===== config.mk =====
export PLATFORM = sky130hd
export DESIGN_NAME = chain_loader_flat
export DESIGN_NICKNAME = d
export VERILOG_FILES = /design/src/rtl/chain_loader_pkg.sv /design/src/rtl/chain_loader_if.sv /design/src/rtl/chain_loader_tx_holder.sv /design/src/rtl/chain_loader.sv /design/src/flat_wrapper.sv
export SDC_FILE = /design/constraint.sdc
export NUM_CORES = 1
export LEC_CHECK = 0
export BUFFER_PORTS_ARGS = -buffer_cell sky130_fd_sc_hd__buf_2
export CAP_MARGIN = 25
export CORE_ASPECT_RATIO = 2
export CORE_UTILIZATION = 56
export CTS_BUF_LIST = sky130_fd_sc_hd__clkbuf_2
export DETAILED_ROUTE_END_ITERATION = 12
export GPL_TIMING_DRIVEN = 0
export PLACE_DENSITY = 0.82
export REMOVE_ABC_BUFFERS = 1
export SYNTH_ARGS = -nofsm -noshare
export SYNTH_HDL_FRONTEND = slang
export SYNTH_SLANG_ARGS = --single-unit

===== constraint.sdc =====
create_clock -name clk -period 2.4 [get_ports clk]
set_input_delay 0.24 -clock clk [delete_from_list [all_inputs] [get_ports clk]]
set_output_delay 0.24 -clock clk [all_outputs]
set_load 0.01 [all_outputs]

===== src/rtl/chain_loader_pkg.sv =====
// chain_loader_pkg: command code, FSM state encoding and image sizing shared by the chain loader
package chain_loader_pkg;
    localparam logic [7:0] CMD_SHIFT = 8'h53;
    localparam logic [2:0] ST_IDLE      = 3'd0;
    localparam logic [2:0] ST_FETCH     = 3'd1;
    localparam logic [2:0] ST_SEND_CMD  = 3'd2;
    localparam logic [2:0] ST_SEND_DATA = 3'd3;
    localparam logic [2:0] ST_WAIT_RESP = 3'd4;
    localparam logic [2:0] ST_FINISH    = 3'd5;
    typedef enum logic [2:0] {
        IDLE      = ST_IDLE,
        FETCH     = ST_FETCH,
        SEND_CMD  = ST_SEND_CMD,
        SEND_DATA = ST_SEND_DATA,
        WAIT_RESP = ST_WAIT_RESP,
        FINISH    = ST_FINISH
    } state_t;
    function automatic int nbytes(input int bits);
        return (bits + 7) / 8;
    endfunction
endpackage


===== src/rtl/chain_loader_if.sv =====
// chain_loader_if: ROM, UART tx/rx, readback and status signals of the chain loader
interface chain_loader_if #(parameter int AW = 8);
    logic          start;
    logic [AW-1:0] rom_addr;
    logic [7:0]    rom_data;
    logic          tx_ready;
    logic          tx_valid;
    logic [7:0]    tx_data;
    logic          rx_valid;
    logic [7:0]    rx_data;
    logic          rb_valid;
    logic [7:0]    rb_data;
    logic          busy;
    logic          done;
    logic          error;
    modport master (
        input  start, rom_data, tx_ready, rx_valid, rx_data,
        output rom_addr, tx_valid, tx_data, rb_valid, rb_data, busy, done, error
    );
    modport slave (
        output start, rom_data, tx_ready, rx_valid, rx_data,
        input  rom_addr, tx_valid, tx_data, rb_valid, rb_data, busy, done, error
    );
endinterface


===== src/rtl/chain_loader_tx_holder.sv =====
// chain_loader_tx_holder: single-entry valid/ready output register, loaded by its owner, cleared on transfer
module chain_loader_tx_holder #(
    parameter int W = 8
) (
    input  logic         clk,
    input  logic         rst,
    input  logic         load,
    input  logic [W-1:0] load_data,
    input  logic         ready,
    output logic         valid,
    output logic [W-1:0] data
);
    always_ff @(posedge clk or posedge rst) begin
        if (rst) begin
            valid <= 1'b0;
            data  <= '0;
        end else if (load) begin
            valid <= 1'b1;
            data  <= load_data;
        end else if (ready) begin
            valid <= 1'b0;
        end
    end
endmodule


===== src/rtl/chain_loader.sv =====
// chain_loader: streams a ROM image into a BLE scan chain over UART shift commands and returns the echoed tail bytes
module chain_loader
    import chain_loader_pkg::*;
#(
    parameter int CHAIN_BITS = 32,
    parameter int AW         = 8,
    parameter int TIMEOUT    = 1000000
) (
    input logic clk,
    input logic rst,
    chain_loader_if.master bus
);
    localparam int NBYTES = nbytes(CHAIN_BITS);
    localparam int CW = $clog2(TIMEOUT + 1);
    localparam logic [AW-1:0] LAST_ADDR = AW'(NBYTES - 1);
    localparam logic [CW-1:0] LAST_CNT = CW'(TIMEOUT - 1);
    state_t state, next;
    logic [CW-1:0] cnt;
    logic fire, got, last, expired;
    assign fire = bus.tx_valid & bus.tx_ready;
    assign got = state == WAIT_RESP && bus.rx_valid;
    assign last = bus.rom_addr == LAST_ADDR;
    assign expired = state == WAIT_RESP && !bus.rx_valid && cnt == LAST_CNT;
    assign bus.busy = state != IDLE;
    assign bus.done = state == FINISH;
    always_ff @(posedge clk or posedge rst) begin
        if (rst) state <= IDLE;
        else state <= next;
    end
    always_comb begin
        next = state;
        case (state)
            IDLE:      next = bus.start ? FETCH : IDLE;
            FETCH:     next = SEND_CMD;
            SEND_CMD:  next = fire ? SEND_DATA : SEND_CMD;
            SEND_DATA: next = fire ? WAIT_RESP : SEND_DATA;
            WAIT_RESP: next = got ? (last ? FINISH : FETCH) : (expired ? IDLE : WAIT_RESP);
            FINISH:    next = IDLE;
            default:   next = IDLE;
        endcase
    end
    // The data byte is taken from the ROM as the command leaves; the address has been stable since FETCH.
    chain_loader_tx_holder #(.W(8)) u_tx (
        .clk       (clk),
        .rst       (rst),
        .load      (state == FETCH || (state == SEND_CMD && bus.tx_ready)),
        .load_data (state == FETCH ? CMD_SHIFT : bus.rom_data),
        .ready     (bus.tx_ready),
        .valid     (bus.tx_valid),
        .data      (bus.tx_data)
    );
    always_ff @(posedge clk or posedge rst) begin
        if (rst) begin
            bus.rom_addr <= '0;
            bus.rb_valid <= 1'b0;
            bus.rb_data  <= '0;
            bus.error    <= 1'b0;
            cnt          <= '0;
        end else begin
            bus.rb_valid <= got;
            cnt <= state == WAIT_RESP ? cnt + 1'b1 : '0;
            if (got) bus.rb_data <= bus.rx_data;
            if (state == IDLE && bus.start) begin
                bus.rom_addr <= '0;
                bus.error    <= 1'b0;
            end
            if (got && !last) bus.rom_addr <= bus.rom_addr + 1'b1;
            if (expired) bus.error <= 1'b1;
        end
    end
endmodule


===== src/flat_wrapper.sv =====
// flat-port wrapper written by rule: the top's interface ports become plain ports
module chain_loader_flat import chain_loader_pkg::*;
#(
    parameter int CHAIN_BITS = 32,
    parameter int AW         = 8,
    parameter int TIMEOUT    = 1000000
)
  (clk, rst, bus_start, bus_rom_data, bus_tx_ready, bus_rx_valid, bus_rx_data, bus_rom_addr, bus_tx_valid, bus_tx_data, bus_rb_valid, bus_rb_data, bus_busy, bus_done, bus_error);
  chain_loader_if #(.AW(AW)) bus_i ();
  input logic clk;
  input logic rst;
  input wire logic [$bits(bus_i.start)-1:0] bus_start;
  input wire logic [$bits(bus_i.rom_data)-1:0] bus_rom_data;
  input wire logic [$bits(bus_i.tx_ready)-1:0] bus_tx_ready;
  input wire logic [$bits(bus_i.rx_valid)-1:0] bus_rx_valid;
  input wire logic [$bits(bus_i.rx_data)-1:0] bus_rx_data;
  output wire logic [$bits(bus_i.rom_addr)-1:0] bus_rom_addr;
  output wire logic [$bits(bus_i.tx_valid)-1:0] bus_tx_valid;
  output wire logic [$bits(bus_i.tx_data)-1:0] bus_tx_data;
  output wire logic [$bits(bus_i.rb_valid)-1:0] bus_rb_valid;
  output wire logic [$bits(bus_i.rb_data)-1:0] bus_rb_data;
  output wire logic [$bits(bus_i.busy)-1:0] bus_busy;
  output wire logic [$bits(bus_i.done)-1:0] bus_done;
  output wire logic [$bits(bus_i.error)-1:0] bus_error;
  assign bus_i.start = bus_start;
  assign bus_i.rom_data = bus_rom_data;
  assign bus_i.tx_ready = bus_tx_ready;
  assign bus_i.rx_valid = bus_rx_valid;
  assign bus_i.rx_data = bus_rx_data;
  assign bus_rom_addr = bus_i.rom_addr;
  assign bus_tx_valid = bus_i.tx_valid;
  assign bus_tx_data = bus_i.tx_data;
  assign bus_rb_valid = bus_i.rb_valid;
  assign bus_rb_data = bus_i.rb_data;
  assign bus_busy = bus_i.busy;
  assign bus_done = bus_i.done;
  assign bus_error = bus_i.error;
  chain_loader #(.CHAIN_BITS(CHAIN_BITS), .AW(AW), .TIMEOUT(TIMEOUT)) u_core (.clk(clk), .rst(rst), .bus(bus_i));
endmodule

==> results.sh, run 1 <==
export IMPL_status="finished clean"
export IMPL_relSlewSlack=0.548
export IMPL_rsz0062_at_grt="no"
export IMPL_clkTransAtPathRegs_ns=0.25
export IMPL_fill_cells=334
export IMPL_clock_root_buffer="clkbuf_2"
export IMPL_arrival_ns=2.51
export IMPL_cts_sinks=50
export IMPL_routed_wl_mm=4.98
export IMPL_synthArstFlopShare=1.00
export IMPL_diodes=0
export IMPL_postSynthCellCount=254
export IMPL_die_h_um=94.0
export IMPL_worstPathRequired_ns=2.75
export IMPL_die_area_um2=4520
export IMPL_postRouteAntennaNets=0
export IMPL_grt_antenna_before_repair=0
export IMPL_grtUsageTotal=0.243
export IMPL_synthTopCellsByArea="dfrtp_1 53%, nand2_1 6.8%, nand3_1 4.0%, nor2_1 3.8%, xnor2_1 3.3%"
export IMPL_cts_htree_levels=2
export IMPL_clk_latency_ns=0.43
export IMPL_worstSetupEndpointType="flip-flop"
export IMPL_cts_path_max_buffers=2
export IMPL_wl_per_cell_um=13.7
export IMPL_startpoint="u_core.cnt[0]$_DFF_PP0_"
export IMPL_cts_buffers=5
export IMPL_setup_tns_ns=0
export IMPL_layout_min_cycle_time_ns=2.17
export IMPL_rows=33
export IMPL_hold_path_class="primary input to flip-flop"
export IMPL_skew_ns=0.0292
export IMPL_post_synth_num_cell_types=40
export IMPL_path_class="flip-flop to flip-flop"
export IMPL_io_pins=50
export IMPL_final_nets=333
export IMPL_leakagePower_nw=1.30
export IMPL_yosysTopAreaCell="dfrtp_1"
export IMPL_dp_hpwl_mm=3.59
export IMPL_seqCellArea_um2=1250
export IMPL_synth_seq_cells=50
export IMPL_viasPerCell=5.68
export IMPL_drt_pass1_iterations=4
export IMPL_grt_overflow=0
export IMPL_yosysTopAreaCellShare=0.527
export IMPL_grt_pass1_wl_mm=7.96
export IMPL_die_x_um=48.0
export IMPL_vias=2061
export IMPL_synth_area_um2=2370
export IMPL_drive_gt1_frac=0.222
export IMPL_grt_max_degree=35
export IMPL_p_per_area_nw_per_um2=793
export IMPL_finalHoldViolCount=0
export IMPL_syn2layout_area_growth_pct=19.3
export IMPL_peakVddDrop_uv=475
export IMPL_drc=0
export IMPL_post_cts_buffers=0
export IMPL_multiInputGateArea_um2=1060
export IMPL_portBuffers=49
export IMPL_worstSetupStartpointType="flip-flop"
export IMPL_final_area_um2=2830
export IMPL_grt_pass1_vias=1942
export IMPL_dpl_cell_area_um2=2660
export IMPL_gp_congestion=0.751
export IMPL_synth_main_ff_cell="dfrtp_1"
export IMPL_synth_edf_count=0
export IMPL_r2r_end="u_core.cnt[18]$_DFF_PP0_"
export IMPL_r2r_cells=5
export IMPL_avgSynthCellArea_um2=9.34
export IMPL_start_util=0.580
export IMPL_max_freq_mhz=462
export IMPL_r2r_setup_slack_ns=0.23
export IMPL_drv_cap=0
export IMPL_yosysSeqAreaShare=0.527
export IMPL_r2r_start="u_core.cnt[0]$_DFF_PP0_"
export IMPL_timing_hold_ws_ns=0.0781
export IMPL_cts_tree="yes"
export IMPL_drt_iter0_markers=40
export IMPL_endpoint="u_core.cnt[18]$_DFF_PP0_"
export IMPL_worst_pin_slew_ns=0.677
export IMPL_drv_slew=0
export IMPL_final_util=0.692
export IMPL_finalSetupViolations=0
export IMPL_core_area_um2=4090
export IMPL_yosysWarnings=0
export IMPL_crit_path_max_fanout=7
export IMPL_fin_crit_sh=0.903
## power by group
group	total, mW	internal [mW]	switching (mW)
sequential	1.16	0.996	0.167
combinational	0.641	0.300	0.342
clock	0.439	0.180	0.259
total	2.24	1.48	0.768
## worst min path at each step
stage                              start                                 end  cells past startpoint
after global placement    bus_rx_data[3]   u_core.bus.rb_data[3]$_DFFE_PP0N_                      3
after global routing        bus_tx_ready       u_core.u_tx.valid$_DFFE_PP0P_                      2
after detailed placement             rst  u_core.bus.rom_addr[7]$_DFFE_PP0P_                      2
final                       bus_tx_ready       u_core.u_tx.valid$_DFFE_PP0P_                      2
after floorplan           bus_rx_data[0]   u_core.bus.rb_data[0]$_DFFE_PP0N_                      2
after CTS                   bus_tx_ready       u_core.u_tx.valid$_DFFE_PP0P_                      2
## cells by family (layout without fill, tap and decap cells)
family	Yosys count	count (layout)	synth area share
simple gates	127	127	0.266
flops	50	50	0.527
compound gates	46	46	0.123
buf+inv	17	74	0.0274
xor+xnor	11	11	0.0406
fa+ha+maj	2	2	0.0105
mux	1	1	0.00475
## worst max-delay path, stage by stage, from the launching register on
cell,delay (ns)
dfrtp_1,0.46
ha_1,0.22
nand3_2,0.15
or4_4,0.62
or4_1,0.48
a21oi_1,0.15
## per-stage QoR
step	setup slack, ns	power (mW)	cells
final	0.234	2.24	363
after global routing	0.105	2.39	363
after CTS	0.0917	2.26	363
after detailed placement	0.103	1.81	346
after global placement	0.0780	1.78	345
after floorplan	0.403	1.55	244
## layout by cell type (no fill, tap or decap), types with 6 or more instances in the layout
cell	instances
dfrtp_1	50
o21ai_0	11
clkbuf_2	6
or3_1	8
xnor2_1	9
buf_2	49
dlygate4sd3_1	9
nor2_1	24
a22o_1	8
nand3_1	19
nand2_1	43
a21oi_1	14
## Yosys cell counts, types with 2 or more instances
cell type,count
dfrtp_1,50
nand2_1,43
nor2_1,24
nand3_1,19
a21oi_1,14
o21ai_0,11
xnor2_1,9
a22o_1,8
clkbuf_1,8
or3_1,8
inv_1,6
o22ai_1,5
nor3_1,4
nor4_1,4
a31o_2,3
nand4_1,3
or4_1,3
and2_1,2
and3_1,2
ha_1,2
nand2b_1,2
nand3_2,2
nand4b_1,2
nor3b_1,2
or2_2,2
xor2_1,2
## registers in the layout, indices dropped and copies added (netlist names)
signal,count
u_core.u_tx.valid,1
u_core.bus.rb_data,8
u_core.bus.rom_addr,8
u_core.u_tx.data,8
u_core.bus.error,1
u_core.state,3
u_core.bus.rb_valid,1
u_core.cnt,20
## metal layers
layer  GRT usage  up-vias  part of all wire  routed length [um]
met5           0        -                 0                   0
met4       0.106        0             0.025                 124
met3      0.0462       11             0.033                 163
met2       0.437       36              0.57                2820
met1       0.251     1010              0.38                1870
li1            -     1004                 -                   -
## timing repair
item	in CTS	in global routing
resized for setup	0	2
hold endpoints to repair	24	0
hold buffers	9	0
setup endpoints to repair	0	5
## final cells by class
type | count | area share
flip-flops and latches | 50 | 0.442
multi-input cells | 187 | 0.376
repair buffers | 59 | 0.126
well taps | 52 | 0.0230
clock inverters | 2 | 0.0133
clock buffers | 6 | 0.0106
inverters | 7 | 0.00928
No activity file was read; power rests on OpenSTA's default activity.
==> inputs of run 2 (changes only) <==
- CAP_MARGIN: 25 -> not set
- CORE_UTILIZATION: 56 -> 45
- HOLD_SLACK_MARGIN: not set -> 0.1
- PLACE_DENSITY: 0.82 -> 0.68
==> results.sh, run 2 (synthesis results as in run 1) <==
export IMPL_clk_latency_ns=0.46
export IMPL_worstSetupEndpointType="flip-flop"
export IMPL_max_stage_delay_ns=0.62
export IMPL_top_usage_layer="met2"
export IMPL_timing_hold_ws_ns=0.109
export IMPL_final_util=0.568
export IMPL_relSlewSlack=0.498
export IMPL_status="finished clean"
export IMPL_drv_cap=0
export IMPL_crit_path_max_fanout=7
export IMPL_dpl_cell_area_um2=2670
export IMPL_worst_slack_ns=0.230
export IMPL_postRouteAntennaNets=0
export IMPL_rows=37
export IMPL_routed_wl_mm=5.30
export IMPL_final_nets=340
export IMPL_grt_pass1_vias=1933
export IMPL_critPathBufInv=0
export IMPL_io_pins=50
export IMPL_crit_family="simple AND/OR/NAND/NOR gates"
export IMPL_finalHoldViolCount=0
export IMPL_clkTransAtPathRegs_ns=0.27
export IMPL_grt_antenna_before_repair=0
export IMPL_portBuffers=49
export IMPL_skew_ns=0.0256
export IMPL_gp_congestion=0.803
export IMPL_regMostFlops="u_core.cnt"
export IMPL_grt_pass1_wl_mm=8.65
export IMPL_largest_reg_flops=20
export IMPL_stdcell_count=376
export IMPL_final_common_cell="dfrtp_1"
export IMPL_vias=2083
export IMPL_drc=0
export IMPL_arrival_ns=2.55
export IMPL_dp_slack_ns=0.0463
export IMPL_drv_slew=0
export IMPL_peakVddDrop_uv=480
export IMPL_finalSetupViolations=0
export IMPL_power_mw=2.19
export IMPL_p_per_area_nw_per_um2=758
export IMPL_layout_min_cycle_time_ns=2.17
export IMPL_grt_max_degree=35
export IMPL_cts_path_max_buffers=2
export IMPL_core_area_um2=5090
export IMPL_worstSetupStartpointType="flip-flop"
export IMPL_setup_tns_ns=0
export IMPL_syn2layout_area_growth_pct=21.8
export IMPL_worstPathRequired_ns=2.78
export IMPL_viasPerCell=5.54
export IMPL_path_class="flip-flop to flip-flop"
export IMPL_drive_gt1_frac=0.217
export IMPL_cts_tree="yes"
export IMPL_grtUsageTotal=0.206
export IMPL_die_h_um=105
export IMPL_rsz0062_at_grt="no"
export IMPL_dp_cells=352
export IMPL_hold_path_class="primary input to flip-flop"
export IMPL_die_area_um2=5580
export IMPL_worst_pin_slew_ns=0.746
export IMPL_grt_overflow=0
export IMPL_mostFrequentLayoutCells="50 x dfrtp_1, 49 x buf_2, 43 x nand2_1"
export IMPL_use_met2=0.354
export IMPL_wl_per_cell_um=14.1
export IMPL_critPathSlowestCell="or4_4"
export IMPL_final_area_um2=2890
export IMPL_fin_crit_sh=0.904
export IMPL_cts_htree_levels=2
export IMPL_die_x_um=53.3
export IMPL_start_util=0.466
export IMPL_drt_iter0_markers=61
export IMPL_dp_hpwl_mm=3.67
export IMPL_max_freq_mhz=461
export IMPL_diodes=0
export IMPL_path_cells="ha_1 -> nand3_2 -> or4_4 -> or4_1 -> a21oi_1"
export IMPL_clock_root_buffer="clkbuf_2"
export IMPL_drt_pass1_iterations=4
export IMPL_grtUsageMet3=0.0364
export IMPL_met1_usage=0.227
export IMPL_cts_buffers=5
export IMPL_cts_sinks=50
export IMPL_leakagePower_nw=1.32
==> run 2: worst register-to-register path: cells and delay by family, from the launching register on <==
kind / cells / cell delay (ns)
DFF: 1 / 0.47
and+or+nand+nor: 3 / 1.25
AOI/OAI and AO/OA: 1 / 0.17
adders and majority gates: 1 / 0.21
==> run 2: timing repair <==
action                     CTS  global route
buffers inserted             0             0
setup endpoints to repair    0             5
hold endpoints to repair    65             0
hold buffers                16             0
resized for setup            0             2
==> run 2: where the power goes <==
group          total [mW]  internal [mW]  switching [mW]
clock network       0.378         0.0777           0.300
registers            1.16          0.996           0.166
logic               0.651          0.306           0.345
total                2.19           1.38           0.811
==> run 2: cell type report <==
type                       count  area, um2
timing repair buffer          66        425
tap                           58       72.6
clock buffer                   5       25.0
multi-input combinational    187       1060
sequential                    50       1250
fill                         485       2200
clock inverter                 3       25.0
inverter                       7       26.3
==> run 2: per-layer routing <==
| layer | wire, um | up-vias | share of wire |
|---|---|---|---|
| met5 | 0 | - | 0 |
| met1 | 2010 | 994 | 0.38 |
| li1 | - | 1022 | - |
| met4 | 148 | 0 | 0.028 |
| met3 | 175 | 14 | 0.033 |
| met2 | 2960 | 53 | 0.56 |
==> run 2: path summary, 6_finish.rpt <==
| check | start | end | slack [ns] | depth (start not counted) |
|---|---|---|---|---|
| max | u_core.cnt[0]$_DFF_PP0_ | u_core.cnt[18]$_DFF_PP0_ | 0.23 | 5 |
| min reg2reg | u_core.bus.rb_data[1]$_DFFE_PP0N_ | u_core.bus.rb_data[1]$_DFFE_PP0N_ | 0.51 | 2 |
| min | bus_rom_data[3] | u_core.u_tx.data[3]$_DFFE_PP0P_ | 0.11 | 3 |
| max reg2reg | u_core.cnt[0]$_DFF_PP0_ | u_core.cnt[18]$_DFF_PP0_ | 0.23 | 5 |
| max in group asynchronous | rst | u_core.bus.rom_addr[1]$_DFFE_PP0P_ | 1.61 | 4 |
| min in group asynchronous | rst | u_core.cnt[0]$_DFF_PP0_ | 0.27 | 3 |
